### config.mk
export PLATFORM = sky130hd
export DESIGN_NAME = rd_desc_sched
export DESIGN_NICKNAME = d
export VERILOG_FILES = /design/src/rtl/rd_desc_sched.sv
export SDC_FILE = /design/constraint.sdc
export NUM_CORES = 1
export LEC_CHECK = 0
export CAP_MARGIN = 0
export CORE_AREA = 2 2 206 208
export CTS_BUF_LIST = sky130_fd_sc_hd__clkbuf_8
export DETAILED_ROUTE_END_ITERATION = 10
export DIE_AREA = 0 0 208 210
export GPL_TIMING_DRIVEN = 0
export PLACE_DENSITY = 0.63
export SYNTH_ARGS = -nofsm -noshare
export SYNTH_HDL_FRONTEND = slang
export SYNTH_SLANG_ARGS = --single-unit
### constraint.sdc
create_clock -name clk -period 4.2 [get_ports clk]
set_input_delay 0.42 -clock clk [delete_from_list [all_inputs] [get_ports clk]]
set_output_delay 0.42 -clock clk [all_outputs]
set_load 0.005 [all_outputs]
### src/rtl/rd_desc_sched.sv
// rd_desc_sched
//   Round-robin scheduler that lets N_REQ descriptor sources share one packet
//   reader. One descriptor (ctrl, addr, len) is accepted per transaction. Its
//   length is checked, the reader gets a one-cycle start pulse with registered
//   operands, and the scheduler waits for rd_done under a watchdog. It then
//   returns a completion record (source id + status) to the status logic.
//
// Ports
//   clk, reset         clock; synchronous active-low reset
//   enable             1 = new grants allowed
//   req_valid/ready    per-source handshake; req_ready is one-hot or zero
//   req_ctrl/addr/len  packed per-source descriptor fields, source i at [32*i +: 32]
//   rd_start           one-cycle start pulse to the reader
//   rd_control/pkt_*   operands latched at accept
//   rd_abort           one-cycle pulse when the watchdog expires
//   rd_done            reader finished; sampled only while waiting
//   cmpl_valid/ready   completion handshake
//   cmpl_id/status     completion record (00 ok, 01 timeout, 10 bad length)
//   busy               scheduler is not idle
//   pkt_cnt            number of successful completions (wraps)
module rd_desc_sched #(
    parameter int N_REQ       = 4,
    parameter int MAX_LEN     = 1518,
    parameter int TIMEOUT_CYC = 65535,
    parameter int IDW         = $clog2(N_REQ)
) (
    input  logic                 clk,
    input  logic                 reset,
    input  logic                 enable,
    input  logic [N_REQ-1:0]     req_valid,
    output logic [N_REQ-1:0]     req_ready,
    input  logic [32*N_REQ-1:0]  req_ctrl,
    input  logic [32*N_REQ-1:0]  req_addr,
    input  logic [32*N_REQ-1:0]  req_len,
    output logic                 rd_start,
    output logic [31:0]          rd_control,
    output logic [31:0]          rd_pkt_addr,
    output logic [31:0]          rd_pkt_len,
    output logic                 rd_abort,
    input  logic                 rd_done,
    output logic                 cmpl_valid,
    output logic [IDW-1:0]       cmpl_id,
    output logic [1:0]           cmpl_status,
    input  logic                 cmpl_ready,
    output logic                 busy,
    output logic [31:0]          pkt_cnt
);

    // Watchdog counter wide enough to hold TIMEOUT_CYC-1.
    localparam int TW = $clog2(TIMEOUT_CYC + 1);

    localparam logic [1:0] ST_OK  = 2'b00;
    localparam logic [1:0] ST_TMO = 2'b01;
    localparam logic [1:0] ST_LEN = 2'b10;

    typedef enum logic [1:0] {IDLE, START, WAIT, CMPL} state_t;

    state_t          state;
    logic [IDW-1:0]  last;
    logic [IDW-1:0]  winner;
    logic [IDW-1:0]  rr_idx;
    logic            any_valid;
    logic            accept;
    logic [TW-1:0]   tcnt;
    logic [31:0]     win_ctrl;
    logic [31:0]     win_addr;
    logic [31:0]     win_len;

    function automatic logic len_ok(input logic [31:0] len);
        return (len != 32'd0) && (len <= 32'(MAX_LEN));
    endfunction

    // Search starts just after the last granted source so a continuously
    // valid source never waits for more than N_REQ-1 other grants.
    always_comb begin
        any_valid = 1'b0;
        winner    = '0;
        rr_idx    = '0;
        for (int k = 1; k <= N_REQ; k++) begin
            rr_idx = IDW'((int'(last) + k) % N_REQ);
            if (!any_valid && req_valid[rr_idx]) begin
                any_valid = 1'b1;
                winner    = rr_idx;
            end
        end
    end

    always_comb begin
        win_ctrl = '0;
        win_addr = '0;
        win_len  = '0;
        for (int i = 0; i < N_REQ; i++) begin
            if (winner == IDW'(i)) begin
                win_ctrl = req_ctrl[32*i +: 32];
                win_addr = req_addr[32*i +: 32];
                win_len  = req_len[32*i +: 32];
            end
        end
    end

    assign accept = (state == IDLE) && enable && any_valid;
    assign busy   = (state != IDLE);

    always_comb begin
        req_ready = '0;
        if (accept) begin
            req_ready[winner] = 1'b1;
        end
    end

    always_ff @(posedge clk) begin
        if (!reset) begin
            state       <= IDLE;
            last        <= IDW'(N_REQ - 1);
            rd_start    <= 1'b0;
            rd_abort    <= 1'b0;
            cmpl_valid  <= 1'b0;
            cmpl_id     <= '0;
            cmpl_status <= '0;
            rd_control  <= '0;
            rd_pkt_addr <= '0;
            rd_pkt_len  <= '0;
            pkt_cnt     <= '0;
            tcnt        <= '0;
        end else begin
            rd_start <= 1'b0;
            rd_abort <= 1'b0;
            case (state)
                IDLE: begin
                    if (accept) begin
                        last        <= winner;
                        cmpl_id     <= winner;
                        rd_control  <= win_ctrl;
                        rd_pkt_addr <= win_addr;
                        rd_pkt_len  <= win_len;
                        if (len_ok(win_len)) begin
                            rd_start <= 1'b1;
                            state    <= START;
                        end else begin
                            // Bad length: report it without touching the reader.
                            cmpl_status <= ST_LEN;
                            cmpl_valid  <= 1'b1;
                            state       <= CMPL;
                        end
                    end
                end
                START: begin
                    tcnt  <= '0;
                    state <= WAIT;
                end
                WAIT: begin
                    // rd_done is checked first so it wins over a same-cycle timeout.
                    if (rd_done) begin
                        cmpl_status <= ST_OK;
                        cmpl_valid  <= 1'b1;
                        state       <= CMPL;
                    end else if (tcnt == TW'(TIMEOUT_CYC - 1)) begin
                        rd_abort    <= 1'b1;
                        cmpl_status <= ST_TMO;
                        cmpl_valid  <= 1'b1;
                        state       <= CMPL;
                    end else begin
                        tcnt <= tcnt + TW'(1);
                    end
                end
                CMPL: begin
                    if (cmpl_ready) begin
                        cmpl_valid <= 1'b0;
                        if (cmpl_status == ST_OK) begin
                            pkt_cnt <= pkt_cnt + 32'd1;
                        end
                        state <= IDLE;
                    end
                end
                default: state <= IDLE;
            endcase
        end
    end

endmodule
==> metrics.md, run 1 <==
| Metric | Value |
|---|---|
| Synth Register Bits | `155` |
| Commonest cells in the netlist | `nand2_1, dfxtp_1, a21oi_1` |
| RSZ-0062 raised after global routing | `no` |
| Power, Total | `6336 uW` |
| Core area | `0.04148 mm2` |
| Total GRT Usage | `~22%` |
| Full die area | `0.04368 mm2` |
| Vias/cell | `4.880` |
| Met3 usage | `5.080%` |
| Stages on worst setup path | `8` |
| Via count | `11680` |
| TritonCTS clock tree | `yes` |
| Synth top area cells | `dfxtp_1, nand2_1, a21oi_1, nand3_1, and2_1` |
| Initial Util | `22.27%` |
| Period utilization | `95.00%` |
| # IOs | `533` |
| Area leader, netlist | `dfxtp_1` |
| Post-DP HPWL | `between 40000 and 50000 um` |
| Fillers | `~4400` |
| Row cnt | `75` |
| DRC Markers | `0` |
| Routability Congestion | `0.9302` |
| Synth-to-layout area growth | `69.81%` |
| Max H-tree Level | `4` |
| Skew final | `17.82 ps` |
| Crit-path cells | `clkdlybuf4s50_1 > or2_1 > o31ai_2 > or2_2 > clkbuf_1 > buf_2 > nor3_1 > clkdlybuf4s50_1` |
| Clk root buf | `clkbuf_8` |
| Met2 GRT Util | `38.93%` |
| Die W | `208 um` |
| Hold Crit Class | `primary input to flip-flop` |
| Req. time, crit path | `3780 ps` |
| Pin count of the biggest net entering global routing | `20` |
| First-pass GRT wire length | `73670 um` |
| Worst hold stages | `3` |
| Leakage power | `approximately 0.0057 uW` |
| Worst reg-to-reg path cell count | `11` |
| Min Tclk post-route | `3990 ps` |
| Mapped Nets | `between 1500 and 2000` |
| M1 GR Usage | `between 20% and 30%` |
| Startpoint Class | `primary input` |
| Max-cap viol count | `0` |
| Outcome | `complete, no violations` |
| Slowest stage delay, CP | `590 ps` |
| Synth unique cells | `57` |
| GRT Max-Usage Layer | `met2` |
| CP endpoint kind | `primary output` |
| Setup ws final | `210.0 ps` |
| Most Frequent Cell on Critical Path | `clkdlybuf4s50_1` |
| DR iter-0 viols | `668` |
| Post-synth EDFFs | `0` |
| CP Buf/Inv Count | `4` |
| Worst skew pair latency | `approximately 500 ps` |
| Placed Cells incl. Taps | `2358` |
| Syn avg cell area | `7.173 um2` |
| Final hold viol count | `0` |
| Count leader, synth | `nand2_1` |
| Final setup violation count | `0` |
| Delay-heaviest family, CP | `buffers and inverters` |
| Initial antenna violation count | `3` |
| WHS | `451.9 ps` |
| Vias in the first global route | `11650` |
| Crit Path Category | `primary input to primary output` |
| Post-synthesis sequential area ratio | `roughly 34%` |
| Layout cells sized above 1 | `4.270%` |
| Final std cells w/o fill | `roughly 2400` |
| Grt ovf | `0` |
| Port Buffer Count | `531` |
| Total routed wirelength | `50980 um` |
| Max-slew violations | `0` |
| Asr flop ratio synth | `0%` |
| Final Core Density | `37.82%` |
| Worst slack, placed | `-632.1 ps` |
| Most used DFF post-synth | `dfxtp_1` |
| Mapped Area | `between 0.009 and 0.01 mm2` |
| Cts hold-fix bufs | `0` |
| Slowest-stage cell, CP | `buf_2` |
| Routed Antenna Nets | `0` |
| Peak supply drop | `0.0001872 V` |
| Max clock buf depth | `2` |
| Die height | `approximately 210 um` |
| Worst-Margin Slew | `1065 ps` |
| 1st-pass router iterations | `5` |
| Slew Limit Headroom | `28.72%` |
| CP max FO | `19` |
| Synth top area share | `33.59%` |
| Worst EP arrival | `3570 ps` |
| Power per cell area | `403.9 mW/mm2` |
| Routed length per instance | `21.30 um` |
| Syn Inst Count | `1288` |
| Inserted Clock Buffers | `17` |
| Worst-path clk slew | `100 ps` |
| Max frequency | `250.6 MHz` |
| CTS sink cnt | `between 150 and 200` |
| Warnings from Yosys | `0` |
| Post-CTS setup buffers | `0` |
| Final #Nets | `2238` |
## flip-flops by register name (all words and copies together) (netlist names)
name and flops:
cmpl_id 2, last 2, cmpl_status 2, rd_pkt_len 32, cmpl_valid 1, rd_pkt_addr 32
tcnt 16, pkt_cnt 32, rd_control 32, state 2, rd_abort 1, rd_start 1
## cells in the final DEF, fill, tap and decap left out, types with 8 or more instances in the layout
cell	synthesis	layout
inv_1	9	9
xor2_1	8	8
a21boi_0	45	45
xnor2_1	28	28
a32oi_1	39	39
nand2_1	296	295
buf_1	9	9
o21ai_0	103	103
clkbuf_1	73	66
buf_2	16	18
nor2_1	28	27
ha_1	8	8
nor3_1	9	9
a21oi_1	110	110
clkbuf_8	0	17
nand4_1	8	8
clkdlybuf4s50_1	0	531
a22oi_1	50	50
o21ai_1	8	8
dfxtp_1	155	155
and2_1	84	84
nand3_1	107	107
and3_1	13	13
## report_power, final
part	total [uW]	switching [uW]	internal, uW
Sequential	1850	144	1700
Clock	1280	716	564
Combinational	3210	1820	1390
## metal layers
metal  share of wire [%]  up-vias  wire length, um
met5                   0        -                0
met4                 2.6        0             1301
met3                 6.5       58             3296
met2                  48      488            24580
met1                  43     5510            21800
li1                    -     5623                -
## path summary, 6_finish.rpt
kind / from / end / slack, ps
max reg2reg: last[1] / cmpl_status[1] / 300
min: reset / pkt_cnt[27] / 450
max: req_valid[3] / req_ready[1] / 210
min reg2reg: rd_pkt_len[16] / rd_pkt_len[16] / 470
## final cells by class
cell class	count	area [um2]	area share [%]
antenna	4	10.01	0.06380
buffer	108	500.5	3.190
clock buffer	17	234.0	1.491
clock inverter	15	197.7	1.260
inverter	9	33.78	0.2153
multi-input combinational	1015	5620	35.82
sequential	155	3103	19.78
tap	539	674.4	4.299
timing repair buffer	531	5315	33.88
## stage by stage
| step | instance area, um2 | TNS [ps] |
|---|---|---|
| 5_1_grt | 15680 | 0 |
| 2_1_floorplan | 9239 | 0 |
| 6_report | 15690 | 0 |
| 3_5_place_dp | 15230 | -4686 |
| 4_1_cts | 15680 | 0 |
| 3_3_place_gp | 15230 | -3032 |
## worst register-to-register path: stages, from the launching register on
cell	delay [ps]
dfxtp_1	490
mux2i_1	220
a2bb2oi_1	220
and2_1	150
buf_2	170
buf_2	270
a32oi_1	240
nor4_1	660
nand4_1	360
nor3_1	600
a21oi_1	150
o221a_1	260
## cell families (layout without fill, tap and decap cells)
group                    Yosys count  in the layout  synth area share [%]
XOR/XNOR                          36             36                 3.413
flip-flops                       155            155                 33.59
multiplexers                       7              7                0.7720
other                              0              4                     0
buffers and inverters            118            680                 5.742
AND/OR/NAND/NOR                  585            585                 29.66
adder cells (fa/ha/maj)            8              8                 1.083
AO/OA/AOI/OAI                    379            379                 25.75
## timing repair
| action | in CTS | in global routing |
|---|---|---|
| resized for setup | 7 | 9 |
| setup endpoints to repair | 4 | 4 |
| endpoints found under the hold margin | 0 | 0 |
Note: power is estimated with default switching activity, not from simulation.
==> run 2, diff against run 1 <==
--- a/config.mk
+++ b/config.mk
@@ -12,6 +12,8 @@
 export DIE_AREA = 0 0 208 210
 export GPL_TIMING_DRIVEN = 0
 export PLACE_DENSITY = 0.63
+export SLEW_MARGIN = 40
 export SYNTH_ARGS = -nofsm -noshare
 export SYNTH_HDL_FRONTEND = slang
 export SYNTH_SLANG_ARGS = --single-unit
+export TNS_END_PERCENT = 5
==> run 2 against run 1 <==
Design area hardly changed; critical path depth is 4 higher; total power is 0.56% lower; clock skew is 2.1 ps lower; cell count is 0.13% lower; worst setup slack worse by 27 ps; sequential share of layout area hardly changed; count of clock-buffer cells in the layout stayed put; register-to-register slack worse by 110 ps; fmax is 0.67% lower; critical endpoint is now cmpl_status[1]; largest power group unchanged.
==> metrics.md, run 2 (synthesized netlist as in run 1, its figures left out) <==
| Metric | Value |
|---|---|
| Vias/cell | `4.873` |
| First-pass GRT wire length | `approximately 74000 um` |
| Multi-input logic area | `0.005628 mm2` |
| Max clock buf depth | `2` |
| Post-DP HPWL | `~41000 um` |
| Max frequency | `248.9 MHz` |
| Worst-path clk slew | `110 ps` |
| CP max FO | `10` |
| Routed Antenna Nets | `0` |
| Via count | `approximately 12000` |
| CP Buf/Inv Count | `3` |
| Final Core Density | `37.79%` |
| Die height | `roughly 210 um` |
| Min Tclk post-route | `4017 ps` |
| Register area | `about 0.0031 mm2` |
| Worst reg-to-reg path cell count | `11` |
| Hold EP | `pkt_cnt[27]` |
| Die W | `208 um` |
| Routability Congestion | `0.9302` |
| Delay-heaviest family, CP | `simple AND/OR/NAND/NOR gates` |
| Highest Signal Layer | `met4` |
| Initial antenna violation count | `1` |
| 1st-pass router iterations | `5` |
| Slowest-stage cell, CP | `nor4_1` |
| Final hold viol count | `0` |
| Slowest stage delay, CP | `a little under 800 ps` |
| Logic pwr share | `51.0%` |
| Power per cell area | `around 400 mW/mm2` |
| Startpoint Class | `primary input` |
| Clock power share | `19.7%` |
| Worst EP arrival | `4410 ps` |
| Most common cell after layout, fill and taps aside | `clkdlybuf4s50_1` |
| NetSw | `2655 uW` |
| Clk root buf | `clkbuf_8` |
| CP endpoint kind | `flip-flop` |
| Pint | `3646 uW` |
| Final #Nets | `2238` |
| Inserted Clock Buffers | `17` |
| Sw Share | `42.13%` |
| Hold Crit Class | `primary input to flip-flop` |
| Vias in the first global route | `about 12000` |
| Synth-to-layout area growth | `69.68%` |
| Pin count of the biggest net entering global routing | `20` |
| Peak supply drop | `roughly 0.00023 V` |
| Worst hold path startpoint | `reset` |
| DRC Markers | `0` |
| Reg-to-reg startpoint | `last[1]` |
| RSZ-0062 raised after global routing | `no` |
| Row cnt | `75` |
| Part of the power in registers | `~29%` |
| Slew Limit Headroom | `41.41%` |
| Crit-path cells | `clkdlybuf4s50_1 > nor2b_1 > o21bai_1 > buf_2 > buf_1 > a32oi_1 > a32oi_1 > nor4_1 > nand4_1 > nor3_1 > a21oi_1 > o221a_1` |
| Grt ovf | `0` |
| # IOs | `533` |
| Total GRT Usage | `a little under a quarter` |
| Routed length per instance | `21.28 um` |
| Leakage power | `0.005677 uW` |
| Worst hold stages | `3` |
| Most frequent cells in the layout | `clkdlybuf4s50_1, nand2_1, dfxtp_1` |
| Layout cells sized above 1 | `about 4.4%` |
| WHS | `435.3 ps` |
| Full die area | `0.04368 mm2` |
| Crit Path Category | `primary input to flip-flop` |
| Power, Total | `6301 uW` |
| Most Frequent Cell on Critical Path | `a32oi_1` |
| Worst skew pair latency | `490 ps` |
| FF-to-FF End | `cmpl_status[1]` |
| DR iter-0 viols | `between 600 and 700` |
| Total routed wirelength | `50870 um` |
| R2R Setup Slk | `190 ps` |
| Met1 Wirelength | `21550 um` |
| Met3 routed WL | `3239 um` |
| Port Buffer Count | `between 500 and 600` |
| TritonCTS clock tree | `yes` |
| Max-cap viol count | `0` |
| Skew final | `about 16 ps` |
| CTS sink cnt | `approximately 160` |
| WL met2 | `24780 um` |
| Final setup violation count | `0` |
| Max-slew violations | `0` |
| Worst-Margin Slew | `878.9 ps` |
| Core area | `0.04148 mm2` |
| Fillers | `4386` |
| Period utilization | `95.64%` |
| Initial Util | `22.27%` |
| Outcome | `complete, no violations` |
| Req. time, crit path | `4590 ps` |
| Max H-tree Level | `4` |
## run 2: worst max-delay path by stage
stage,cells past startpoint,end,startpoint,slack [ps]
finish,12,cmpl_status[1],req_valid[1],180
global route,8,req_ready[0],last[1],40
CTS,10,req_ready[1],last[1],40
detailed placement,9,req_ready[1],req_valid[3],-390
global placement,9,req_ready[0],req_valid[3],-570
floorplan,11,cmpl_status[1],req_valid[2],1660
## run 2: timing repair
item / in CTS / in global routing
cloned: 0 / 0
setup endpoints to repair: 4 / 3
hold buffers: 0 / 0
resized for setup: 3 / 7
buffers inserted: 0 / 0
## run 2: per-stage QoR
| step | setup slack [ps] | TNS (ps) | area, um2 | instances |
|---|---|---|---|---|
| after floorplan | 1664 | 0 | 9239 | 1288 |
| after global placement | -572.5 | -3032 | 15230 | 2358 |
| after detailed placement | -389.7 | -969.0 | 15240 | 2358 |
| after CTS | 43.87 | 0 | 15660 | 2389 |
| after global routing | 43.23 | 0 | 15680 | 2390 |
| final | 183.0 | 0 | 15680 | 2390 |
## run 2: worst reg2reg max path, stage by stage, from the launching register on
cell,delay [ps]
dfxtp_1,490
mux2i_1,220
a2bb2oi_1,220
and2_1,150
buf_2,170
buf_2,280
a32oi_1,250
nor4_1,710
nand4_1,370
nor3_1,630
a21oi_1,160
o221a_1,260
## run 2: layout make-up
class	instances	share of cell area [%]
sequential	155	19.79
buffer	108	3.217
antenna	1	0.01596
tap	539	4.302
inverter	9	0.2155
clock inverter	15	1.157
timing repair buffer	531	33.91
clock buffer	17	1.493
multi-input combinational	1015	35.90
## run 2: power groups by stage
stage	sequential (uW)	combinational (uW)	clock, uW
3_3_place_gp	1870	3190	0
6_report	1840	3220	1240
3_5_place_dp	1880	3210	0
4_1_cts	1840	3230	1290
5_1_grt	1870	3500	1340
2_1_floorplan	1870	1520	0
## run 2: routing by layer
| metal | track usage (%) | vias to the layer above |
|---|---|---|
| li1 | - | 5623 |
| met3 | 6.094 | 59 |
| met2 | 39.26 | 452 |
| met4 | 6.897 | 0 |
| met5 | 0 | - |
| met1 | 27.08 | 5513 |
